`config.mk`:
```
export PLATFORM = sky130hd
export DESIGN_NAME = ram_stream_reader
export DESIGN_NICKNAME = d
export VERILOG_FILES = /design/src/rtl/ram_stream_reader.sv
export SDC_FILE = /design/constraint.sdc
export NUM_CORES = 1
export LEC_CHECK = 0
export CORE_MARGIN = 5
export CORE_UTILIZATION = 58
export CTS_CLUSTER_SIZE = 25
export DETAILED_ROUTE_END_ITERATION = 6
export PLACE_DENSITY = 0.89
export SYNTH_ARGS = -nofsm -noshare
export SYNTH_HDL_FRONTEND = slang
export SYNTH_SLANG_ARGS = --single-unit
```
`constraint.sdc`:
```
create_clock -name clk -period 9.9 [get_ports clk]
set_input_delay 1.98 -clock clk [delete_from_list [all_inputs] [get_ports clk]]
set_output_delay 1.98 -clock clk [all_outputs]
set_load 0.02 [all_outputs]
```
`src/rtl/ram_stream_reader.sv`:
```
// Streams a contiguous address range out of a registered-read RAM as a valid/ready stream.
// Reads are credit-gated against a 2-entry skid FIFO, so RAM latency and backpressure never drop or duplicate a word.
module ram_stream_reader #(
  parameter int ADDR_WIDTH = 10,
  parameter int DATA_WIDTH = 8
) (
  input  logic                  clk,
  input  logic                  rst,
  input  logic                  start,
  input  logic [ADDR_WIDTH-1:0] base_addr,
  input  logic [ADDR_WIDTH:0]   length,
  output logic                  busy,
  output logic                  done,
  output logic [ADDR_WIDTH-1:0] ram_addr_rd,
  input  logic [DATA_WIDTH-1:0] ram_dout,
  output logic [DATA_WIDTH-1:0] out_data,
  output logic                  out_valid,
  input  logic                  out_ready
);
  localparam logic [1:0] S_IDLE  = 2'd0;
  localparam logic [1:0] S_READ  = 2'd1;
  localparam logic [1:0] S_DRAIN = 2'd2;
  localparam logic [1:0] S_DONE  = 2'd3;

  logic [1:0]            state_q, state_d;
  logic [ADDR_WIDTH-1:0] addr_q, addr_d;
  logic [ADDR_WIDTH:0]   issue_cnt_q, issue_cnt_d;
  logic [ADDR_WIDTH:0]   xfer_cnt_q, xfer_cnt_d;
  logic                  pending_q;
  logic [DATA_WIDTH-1:0] fifo_q [2];
  logic                  wr_ptr_q, rd_ptr_q;
  logic [1:0]            count_q;
  logic                  push, pop, credit, issue;

  // addr_q drives the RAM directly, so an issue in cycle t returns data in t+1 (pending_q).
  assign ram_addr_rd = addr_q;
  assign out_valid   = (count_q != 2'd0);
  assign out_data    = fifo_q[rd_ptr_q];
  assign busy        = (state_q != S_IDLE);
  assign done        = (state_q == S_DONE);

  assign push   = pending_q;
  assign pop    = out_valid && out_ready;
  // A same-cycle pop frees a slot; pop implies count_q >= 1, so no underflow.
  assign credit = (({1'b0, count_q} + {2'b00, pending_q} - {2'b00, pop}) < 3'd2);
  assign issue  = (state_q == S_READ) && (issue_cnt_q != '0) && credit;

  always_comb begin
    state_d     = state_q;
    addr_d      = addr_q;
    issue_cnt_d = issue_cnt_q;
    xfer_cnt_d  = xfer_cnt_q;
    if (pop && xfer_cnt_q != '0) xfer_cnt_d = xfer_cnt_q - 1'b1;
    case (state_q)
      S_IDLE: begin
        if (start) begin
          if (length == '0) begin
            state_d = S_DONE;
          end else begin
            state_d     = S_READ;
            addr_d      = base_addr;
            issue_cnt_d = length;
            xfer_cnt_d  = length;
          end
        end
      end
      S_READ: begin
        if (issue) begin
          addr_d      = addr_q + 1'b1;
          issue_cnt_d = issue_cnt_q - 1'b1;
          if (issue_cnt_q == {{ADDR_WIDTH{1'b0}}, 1'b1}) state_d = S_DRAIN;
        end
      end
      S_DRAIN: begin
        if (xfer_cnt_d == '0) state_d = S_DONE;
      end
      default: state_d = S_IDLE;
    endcase
  end

  always_ff @(posedge clk) begin
    if (rst) begin
      state_q     <= S_IDLE;
      addr_q      <= '0;
      issue_cnt_q <= '0;
      xfer_cnt_q  <= '0;
      pending_q   <= 1'b0;
      fifo_q[0]   <= '0;
      fifo_q[1]   <= '0;
      wr_ptr_q    <= 1'b0;
      rd_ptr_q    <= 1'b0;
      count_q     <= 2'd0;
    end else begin
      state_q     <= state_d;
      addr_q      <= addr_d;
      issue_cnt_q <= issue_cnt_d;
      xfer_cnt_q  <= xfer_cnt_d;
      pending_q   <= issue;
      if (push) begin
        fifo_q[wr_ptr_q] <= ram_dout;
        wr_ptr_q         <= ~wr_ptr_q;
      end
      if (pop) rd_ptr_q <= ~rd_ptr_q;
      count_q <= count_q + {1'b0, push} - {1'b0, pop};
    end
  end
endmodule

```
==> flow_summary.toml, run 1 <==
[synthesis]
synthSimpleGateAreaFrac_pct = 25.3
synthAdderAreaFrac_pct = 4.42
seq_area_frac_synth_pct = 39.0
synthMuxAreaShare_pct = 4.26
synth_top_family_by_area = "simple AND/OR/NAND/NOR gates"
syn-cell-area_mm2 = 0.00329
synth_edf_count = 16
synth_commonest_cells = "nor2_1 (41), dfxtp_1 (40), o21ai_0 (27), a21oi_1 (26), nand2_1 (25)"
synth-seq-cells = 56
avgSynthCellArea_um2 = 8.74
synthCells = 376
synth_top_area_share_pct = 24.4
synth_compound_area_share_pct = 20.2
synth_warnings = 0
async_flop_share_pct = 0
synth_cell_types = 64
yosysMostFrequentCell = "nor2_1"
synth_xor_area_share_pct = 2.13
synth-main-ff-cell = "dfxtp_1"
synth_area_leader_cell = "dfxtp_1"
syn_nets = 420
ys_top_cells_by_area = "dfxtp_1 (24%), edfxtp_1 (15%), nor2_1 (4.7%), o21ai_0 (4.1%), a21oi_1 (4.0%)"

[clock_network]
cts_root_buf = "clkbuf_8"
clkSlewWorstSetupHoldPaths_ns = 0.10
hold_buffers = 0
cts_buffers = 5
clk_latency_ns = 0.30
htree_levels = 2
cts_buffer_depth = 2
cts_sinks = 56
ctsResizeCount = 0
cts_tree = "yes"
postCtsSetupBuffers = 0

[layout]
finalNetCount = 462
stdcell_area_mm2 = 0.00392
syn2layout_area_growth_pct = 19.2
fin_cells = 491
drive_gt1_share_pct = 8.11
antennaDiodeCount = 0
fill_cells = 447

[setup_path]
cp.required_ns = 10.13
timing.rr.start = "count_q[1]"
rrSetupSlack_ns = 5.60
r2r-end = "ram_addr_rd[0]"
worstPathArrival_ns = 5.97
crit_type = "input port to flop"
critPathLaunchType = "input port"
crit_start = "out_ready"
endpoint = "ram_addr_rd[0]"
path_max_fanout = 24
crit_path_end_kind = "flop"
worst_r2r_path_depth = 12

[detailed_routing]
routed.top_layer = "met4"
drt-initial-drc-count = 182
via_count = 2929
wire_per_inst_um = 15.5
drc = 0
drt-total-wl_um = 7630
ant_nets = 0
met1Wirelength_um = 3240
wl_met3_um = 407
drtPass1Iterations = 4
routed_via_density = 5.97
dr_wl_met2_um = 3850

[global_routing]
grt.overflow.total = 0
grt_first_pass_wirelength_um = 12400
antenna_found_initial = 0
grt_util_all_layers_pct = 20.7
grt_pass1_vias = 2755
grt_max_degree = 46

[die]
pin_count = 54
die_area_mm2 = 0.00727
start_util_pct = 59.7
fp.coreArea_mm2 = 0.00551
die_h_um = 85.3
fp.dieW_um = 85.3
row_count = 27

[timing]
tightest_slew_ns = 1.11
skew_ns = 0.00799
setup_viol = 0
worst_slack_ns = 4.16
slew_headroom_pct = 25.7
min_period_ns = 5.74
period_share_pct = 58.0
hold_violations = 0
rsz0062_at_grt = "false"
final.setup.tns_ns = 0
slew_violations = 0
max_freq_ghz = 0.174

[place]
dp_slack_ns = 3.84
dp_hpwl_um = 5560
place.port_buffers = 53
place_congestion = 0.861
dp.cells = 483
place_area_mm2 = 0.00383

[flow_run]
cap_violations = 0

[power]
vdd.ir_drop.worst_mv = 0.198
total_power_uw = 1110
powerDensity_mw_per_mm2 = 284
leakage_uw = 0.00143

[run_status]
outcome = "finished, final reports clean"

[min_path]
hold_path.class = "flop to flop"
## registers in the layout, summed over array words and instances (netlist names), named ones only
register     count
pending_q        1
ram_addr_rd     10
state_q          2
rd_ptr_q         1
xfer_cnt_q      11
count_q          2
wr_ptr_q         1
fifo_q          16
issue_cnt_q     11
## layout by cell type (no fill, tap or decap), types with 6 or more instances in the layout
cell             instances
mux2_2                   8
nand3_1                  6
dfxtp_1                 40
clkdlybuf4s50_1         53
inv_1                   17
a31oi_1                  6
and2_1                  19
o21ai_0                 27
nor2b_1                  8
a21oi_1                 26
nor3_1                  12
nand2_1                 25
edfxtp_1                16
nor2_1                  41
ha_1                    10
## per-layer routing
| layer | GRT usage [%] | vias up |
|---|---|---|
| met5 | 0 | - |
| met4 | 6.47 | 0 |
| met3 | 3.98 | 11 |
| met2 | 36.6 | 88 |
| met1 | 25.3 | 1382 |
| li1 | - | 1448 |
## per-stage QoR
step	util [%]	hold WS, ns
detailed placement	69.6	0.469
floorplan	-	0.448
CTS	71.2	0.481
global placement	69.6	0.466
finish	71.2	0.489
global route	71.2	0.519
## cell families after synthesis
logic type,after synthesis
adders and majority gates,11
xor gates and xnor gates,8
buffers and inverters,38
DFF,56
muxes,13
and+or+nand+nor,151
AOI/OAI and AO/OA,99
## power breakdown
group / switching (µW) / total (µW) / internal [µW]
logic: 355 / 616 / 261
clock network: 69.1 / 118 / 49.2
registers: 73.5 / 377 / 304
total: 498 / 1110 / 614
## worst max-delay path, stage by stage
cell and delay, ns:
clkdlybuf4s50_1 0.40, o21ai_1 0.58, inv_1 0.12, ha_1 0.33
inv_1 0.04, ha_1 0.18, fa_1 0.37, xnor2_1 0.13
or3_1 0.35, o21ai_1 0.16, and2_1 0.75, o21ai_0 0.26
a221oi_2 0.31
## worst min path at each step
stage                   startpoint        endpoint  slack (ns)  cells after the start
global route        issue_cnt_q[9]  issue_cnt_q[9]        0.52                      2
floorplan           issue_cnt_q[9]  issue_cnt_q[9]        0.45                      2
detailed placement  issue_cnt_q[9]  issue_cnt_q[9]        0.47                      2
finish              issue_cnt_q[9]  issue_cnt_q[9]        0.49                      2
global placement    issue_cnt_q[9]  issue_cnt_q[9]        0.47                      2
CTS                 issue_cnt_q[9]  issue_cnt_q[9]        0.48                      2
## area by class of cell
type	count	area (µm²)	share of cell area (%)
multi-input cells	282	1850	47.2
flip-flops and latches	56	1280	32.7
repair buffers	55	546	13.9
well taps	72	90.1	2.30
clock buffers	6	72.6	1.85
inverters	18	67.6	1.72
clock inverters	2	11.3	0.287
(Power assumes the default switching activity.)
==> run 2: changes to the inputs <==
--- a/config.mk
+++ b/config.mk
@@ -6,10 +6,10 @@
 export NUM_CORES = 1
 export LEC_CHECK = 0
 export CORE_MARGIN = 5
-export CORE_UTILIZATION = 58
+export CORE_UTILIZATION = 54
 export CTS_CLUSTER_SIZE = 25
 export DETAILED_ROUTE_END_ITERATION = 6
-export PLACE_DENSITY = 0.89
+export PLACE_DENSITY = 0.84
 export SYNTH_ARGS = -nofsm -noshare
 export SYNTH_HDL_FRONTEND = slang
 export SYNTH_SLANG_ARGS = --single-unit
==> constraint.sdc (replaced) <==
create_clock -name clk -period 5.9 [get_ports clk]
set_input_delay 1.18 -clock clk [delete_from_list [all_inputs] [get_ports clk]]
set_output_delay 1.18 -clock clk [all_outputs]
set_load 0.02 [all_outputs]
==> run 2 against run 1 <==
Effect of this change:
- hold slack got worse by 0.0018 ns
- critical path type unchanged
- power rose by 74%
- combinational power rose by 69%
- non-clock buffer count rose by 1
- critical path depth rose by 1
- clock-buffer cell count did not move
- worst setup slack got worse by 2.9 ns
- sequential cell count did not move
- final cell count rose by 0.81%
- via count rose by 1.2%
- first-iteration DRC count rose by 32%
==> flow_summary.toml, run 2 (synthesis results as in run 1) <==
[power]
p_sw_share_pct = 43.6
powerDensity_mw_per_mm2 = 488
leakage_uw = 0.00146
seq_power_share_pct = 32.8
internal_power_uw = 1090
vdd.ir_drop.worst_mv = 0.380
switchingPower_uw = 845
pwr-share-clk_pct = 13.5
comb_power_share_pct = 53.7

[global_routing]
grt_pass1_vias = 2836
grt_max_degree = 46
grt_util_all_layers_pct = 20.5
grt.overflow.total = 0
antenna_found_initial = 0
grt_first_pass_wirelength_um = 12700

[layout]
largest_register_ffs = 16
largest-register = "fifo_q"
final_cell_mix = "clkdlybuf4s50_1 (53), nor2_1 (41), dfxtp_1 (40)"
finalNetCount = 463
syn2layout_area_growth_pct = 20.7
fill_cells = 488
layout_commonest_cell = "clkdlybuf4s50_1"
antennaDiodeCount = 0
fin_util_pct = 67.0
largestRegisters = "fifo_q: 16 flops, issue_cnt_q: 11 flops, xfer_cnt_q: 11 flops"
drive_gt1_share_pct = 8.81

[setup_path]
path_max_fanout = 19
worstPathArrival_ns = 4.82
cp.required_ns = 6.13
slowest_delay_ns = 0.57
critPathLaunchType = "input port"
crit_path_end_kind = "flop"
crit_type = "input port to flop"
crit_path_cell_trace = "clkdlybuf4s50_1 -> o21ai_1 -> inv_1 -> ha_1 -> inv_1 -> ha_1 -> fa_1 -> xnor2_1 -> or3_1 -> o21ai_1 -> and2_1 -> buf_4 -> o21ai_0 -> a221oi_2"
cp_slowest_cell = "o21ai_1"

[detailed_routing]
ant_nets = 0
routed_via_density = 5.99
drc = 0
via_count = 2965
drtPass1Iterations = 4
drt-initial-drc-count = 241
wire_per_inst_um = 15.9
drt-total-wl_um = 7850

[min_path]
hold_path.class = "flop to flop"

[timing]
min_period_ns = 4.59
tightest_slew_ns = 1.08
skew_ns = 0.0109
worst_slack_ns = 1.31
slew_violations = 0
slew_headroom_pct = 27.4
final.setup.tns_ns = 0
fin_hold_ws_ns = 0.488
setup_viol = 0
period_share_pct = 77.9
hold_violations = 0
rsz0062_at_grt = "false"
max_freq_ghz = 0.218

[clock_network]
cts_buffers = 5
ctsResizeCount = 0
postCtsSetupBuffers = 0
htree_levels = 2
cts_sinks = 56
hold_buffers = 0
clk_latency_ns = 0.31
cts_root_buf = "clkbuf_8"
cts_tree = "yes"
clkSlewWorstSetupHoldPaths_ns = 0.09
cts_buffer_depth = 2

[die]
start_util_pct = 55.5
row_count = 28
fp.coreArea_mm2 = 0.00592
pin_count = 54
fp.dieW_um = 88.0
die_area_mm2 = 0.00775
die_h_um = 88.0

[place]
dp_hpwl_um = 5730
dp_slack_ns = 1.03
place.port_buffers = 53
place_congestion = 0.919

[flow_run]
cap_violations = 0

[run_status]
outcome = "finished, final reports clean"
==> run 2: cell types whose count changed in the layout (fill, tap and decap cells not counted), sizes merged <==
cell / before / now
bufinv: 0 / 1
buf: 2 / 3
clkinvlp: 1 / 0
==> run 2: final cells by class <==
class / count / area [µm²] / share of cell area, %
Clock buffer: 6 / 82.6 / 2.08
Clock inverter: 2 / 38.8 / 0.978
Inverter: 18 / 67.6 / 1.70
Multi-Input combinational cell: 282 / 1850 / 46.6
Sequential cell: 56 / 1280 / 32.3
Tap cell: 75 / 93.8 / 2.37
Timing Repair Buffer: 56 / 553 / 13.9
==> run 2: worst paths after layout <==
kind | slack [ns] | start | cells after the start | to
max | 1.31 | out_ready | 14 | ram_addr_rd[0]
min | 0.49 | issue_cnt_q[1] | 2 | issue_cnt_q[1]
max reg2reg | 1.93 | count_q[1] | 13 | ram_addr_rd[0]
min reg2reg | 0.49 | issue_cnt_q[1] | 2 | issue_cnt_q[1]
==> run 2: power by group through the flow <==
stage	logic, µW	registers, µW	clock network [µW]
floorplan	752	627	0
global placement	1000	634	0
detailed placement	1030	640	0
CTS	1040	632	264
global route	1140	655	282
finish	1040	634	262
==> run 2: layer usage <==
layer	vias up	global-route usage [%]	wire length [µm]
li1	1445	-	-
met1	1415	25.4	3380
met2	92	36.4	3910
met3	13	3.76	434
met4	0	6.18	120
met5	-	0	0
==> run 2: metrics by stage <==
| step | area (µm²) | instances | power (µW) |
|---|---|---|---|
| finish | 3970 | 495 | 1940 |
| global route | 3970 | 495 | 2080 |
| CTS | 3970 | 495 | 1940 |
| detailed placement | 3850 | 487 | 1670 |
| global placement | 3850 | 487 | 1640 |
| floorplan | 3290 | 376 | 1380 |
==> run 2: critical path, delay by kind of cell <==
| family | cells | cell delay, ns |
|---|---|---|
| AO/OA/AOI/OAI | 4 | 1.18 |
| XOR/XNOR | 1 | 0.12 |
| buffers and inverters | 4 | 0.84 |
| adder cells (fa/ha/maj) | 3 | 0.88 |
| AND/OR/NAND/NOR | 2 | 0.61 |
==> run 3: changes to the inputs <==
--- a/config.mk
+++ b/config.mk
@@ -6,10 +6,10 @@
 export NUM_CORES = 1
 export LEC_CHECK = 0
 export CORE_MARGIN = 5
-export CORE_UTILIZATION = 54
+export CORE_UTILIZATION = 48
 export CTS_CLUSTER_SIZE = 25
 export DETAILED_ROUTE_END_ITERATION = 6
-export PLACE_DENSITY = 0.84
+export PLACE_DENSITY = 0.79
 export SYNTH_ARGS = -nofsm -noshare
 export SYNTH_HDL_FRONTEND = slang
 export SYNTH_SLANG_ARGS = --single-unit
==> constraint.sdc (replaced) <==
create_clock -name clk -period 3.9 [get_ports clk]
set_input_delay 0.78 -clock clk [delete_from_list [all_inputs] [get_ports clk]]
set_output_delay 0.78 -clock clk [all_outputs]
set_load 0.02 [all_outputs]
==> run 3 against run 2 <==
Effect of this change:
- global-route usage fell by 2.1 points
- hold slack better by 0.016 ns
- cell area grew 0.60%
- core utilization decreased by 7.6 points
- largest cell class unchanged
- highest routed layer unchanged
==> flow_summary.toml, run 3 (synthesis results as in run 1) <==
[run_status]
outcome = "finished, final reports clean"

[clock_network]
cts_buffers = 5
clk_latency_ns = 0.31
cts_root_buf = "clkbuf_8"
cts_tree = "yes"
ctsResizeCount = 0
clkSlewWorstSetupHoldPaths_ns = 0.11
cts_sinks = 56
cts_buffer_depth = 2
htree_levels = 2
hold_buffers = 0
postCtsSetupBuffers = 0

[global_routing]
grt_first_pass_wirelength_um = 13200
grt.overflow.total = 0
grt_pass1_vias = 2831
grt_max_degree = 41
grt_util_all_layers_pct = 18.4
antenna_found_initial = 0

[detailed_routing]
drt-initial-drc-count = 161
wire_per_inst_um = 15.1
ant_nets = 0
drtPass1Iterations = 6
via_count = 2931
drt-total-wl_um = 7620
drc = 0
routed_via_density = 5.79

[place]
place.port_buffers = 53
place_area_mm2 = 0.00390
place_congestion = 0.868
dp_hpwl_um = 5530

[timing]
slew_headroom_pct = 43.6
hold_violations = 0
min_period_ns = 3.50
skew_ns = 0.00502
tightest_slew_ns = 0.845
slew_violations = 0
final.setup.tns_ns = 0
period_share_pct = 89.6
rsz0062_at_grt = "false"
setup_viol = 0
max_freq_ghz = 0.286

[die]
die_h_um = 92.8
fp.coreArea_mm2 = 0.00672
pin_count = 54
fp.dieW_um = 92.8
row_count = 30
die_area_mm2 = 0.00860
start_util_pct = 48.9

[layout]
largestRegisters = "fifo_q: 16 flops, issue_cnt_q: 11 flops, xfer_cnt_q: 11 flops"
layout_commonest_cell = "clkdlybuf4s50_1"
drive_gt1_share_pct = 10.1
final_cell_mix = "clkdlybuf4s50_1 (53), nor2_1 (41), dfxtp_1 (40)"
fill_cells = 596
largest_register_ffs = 16
largest-register = "fifo_q"
antennaDiodeCount = 0
finalNetCount = 469
syn2layout_area_growth_pct = 21.4
stdcell_area_mm2 = 0.00399

[power]
vdd.ir_drop.worst_mv = 0.423
p_sw_share_pct = 44.5
powerDensity_mw_per_mm2 = 724
seq_power_share_pct = 33.1
leakage_uw = 0.00147
pwr-share-clk_pct = 11.6
switchingPower_uw = 1290
internal_power_uw = 1600
comb_power_share_pct = 55.3

[setup_path]
crit_path_end_kind = "flop"
crit_start = "out_ready"
critPathLaunchType = "input port"
path_max_fanout = 3
cp.required_ns = 4.10
timing.rr.start = "count_q[1]"
crit_type = "input port to flop"
worstPathArrival_ns = 3.70

[flow_run]
cap_violations = 0

[min_path]
hold_path.class = "flop to flop"
min_from = "issue_cnt_q[9]"
-- run 3: layout make-up --
class	count	area, µm²	share of cell area (%)
repair buffers	62	598	15.0
multi-input cells	282	1850	46.4
inverters	18	67.6	1.69
well taps	80	100	2.51
clock buffers	5	68.8	1.72
flip-flops and latches	56	1280	32.1
clock inverters	3	25.0	0.627
-- run 3: worst paths after layout --
path / slack (ns) / to / cells past startpoint
setup / recovery: 0.40 / state_q[0] / 13
hold / removal: 0.50 / issue_cnt_q[9] / 2
setup reg to reg: 0.84 / state_q[0] / 12
hold reg to reg: 0.50 / issue_cnt_q[9] / 2
-- run 3: metrics by stage --
stage          hold slack, ns  std cells  util (%)  total power (µW)  setup slack, ns
2_1_floorplan           0.448        376         -              2090            0.237
3_3_place_gp            0.468        498      58.0              2520            0.140
3_5_place_dp            0.486        498      58.0              2560           0.0721
4_1_cts                 0.504        506      59.4              2900            0.412
5_1_grt                 0.536        506      59.4              3140            0.221
6_report                0.503        506      59.4              2890            0.404
-- run 3: routing by layer --
metal	part of all wire (%)	track usage, %	up-vias
met5	0	0	-
met4	1.6	4.76	0
met3	5.2	3.33	12
met2	48	30.6	83
met1	46	24.8	1378
li1	-	-	1458
-- run 3: power by group through the flow --
| stage | registers [µW] | logic, µW | clock network (µW) |
|---|---|---|---|
| 4_1_cts | 956 | 1600 | 349 |
| 3_5_place_dp | 969 | 1590 | 0 |
| 6_report | 957 | 1600 | 335 |
| 5_1_grt | 989 | 1780 | 369 |
| 3_3_place_gp | 961 | 1560 | 0 |
| 2_1_floorplan | 949 | 1140 | 0 |
-- run 3: critical path, cell delays in order --
cell	delay, ns
clkdlybuf4s50_1	0.39
o21ai_1	0.10
inv_1	0.06
ha_1	0.26
inv_1	0.04
ha_1	0.17
fa_1	0.37
xnor2_1	0.13
or3_1	0.36
o41ai_1	0.45
and4b_1	0.28
a41oi_2	0.15
mux2i_1	0.16
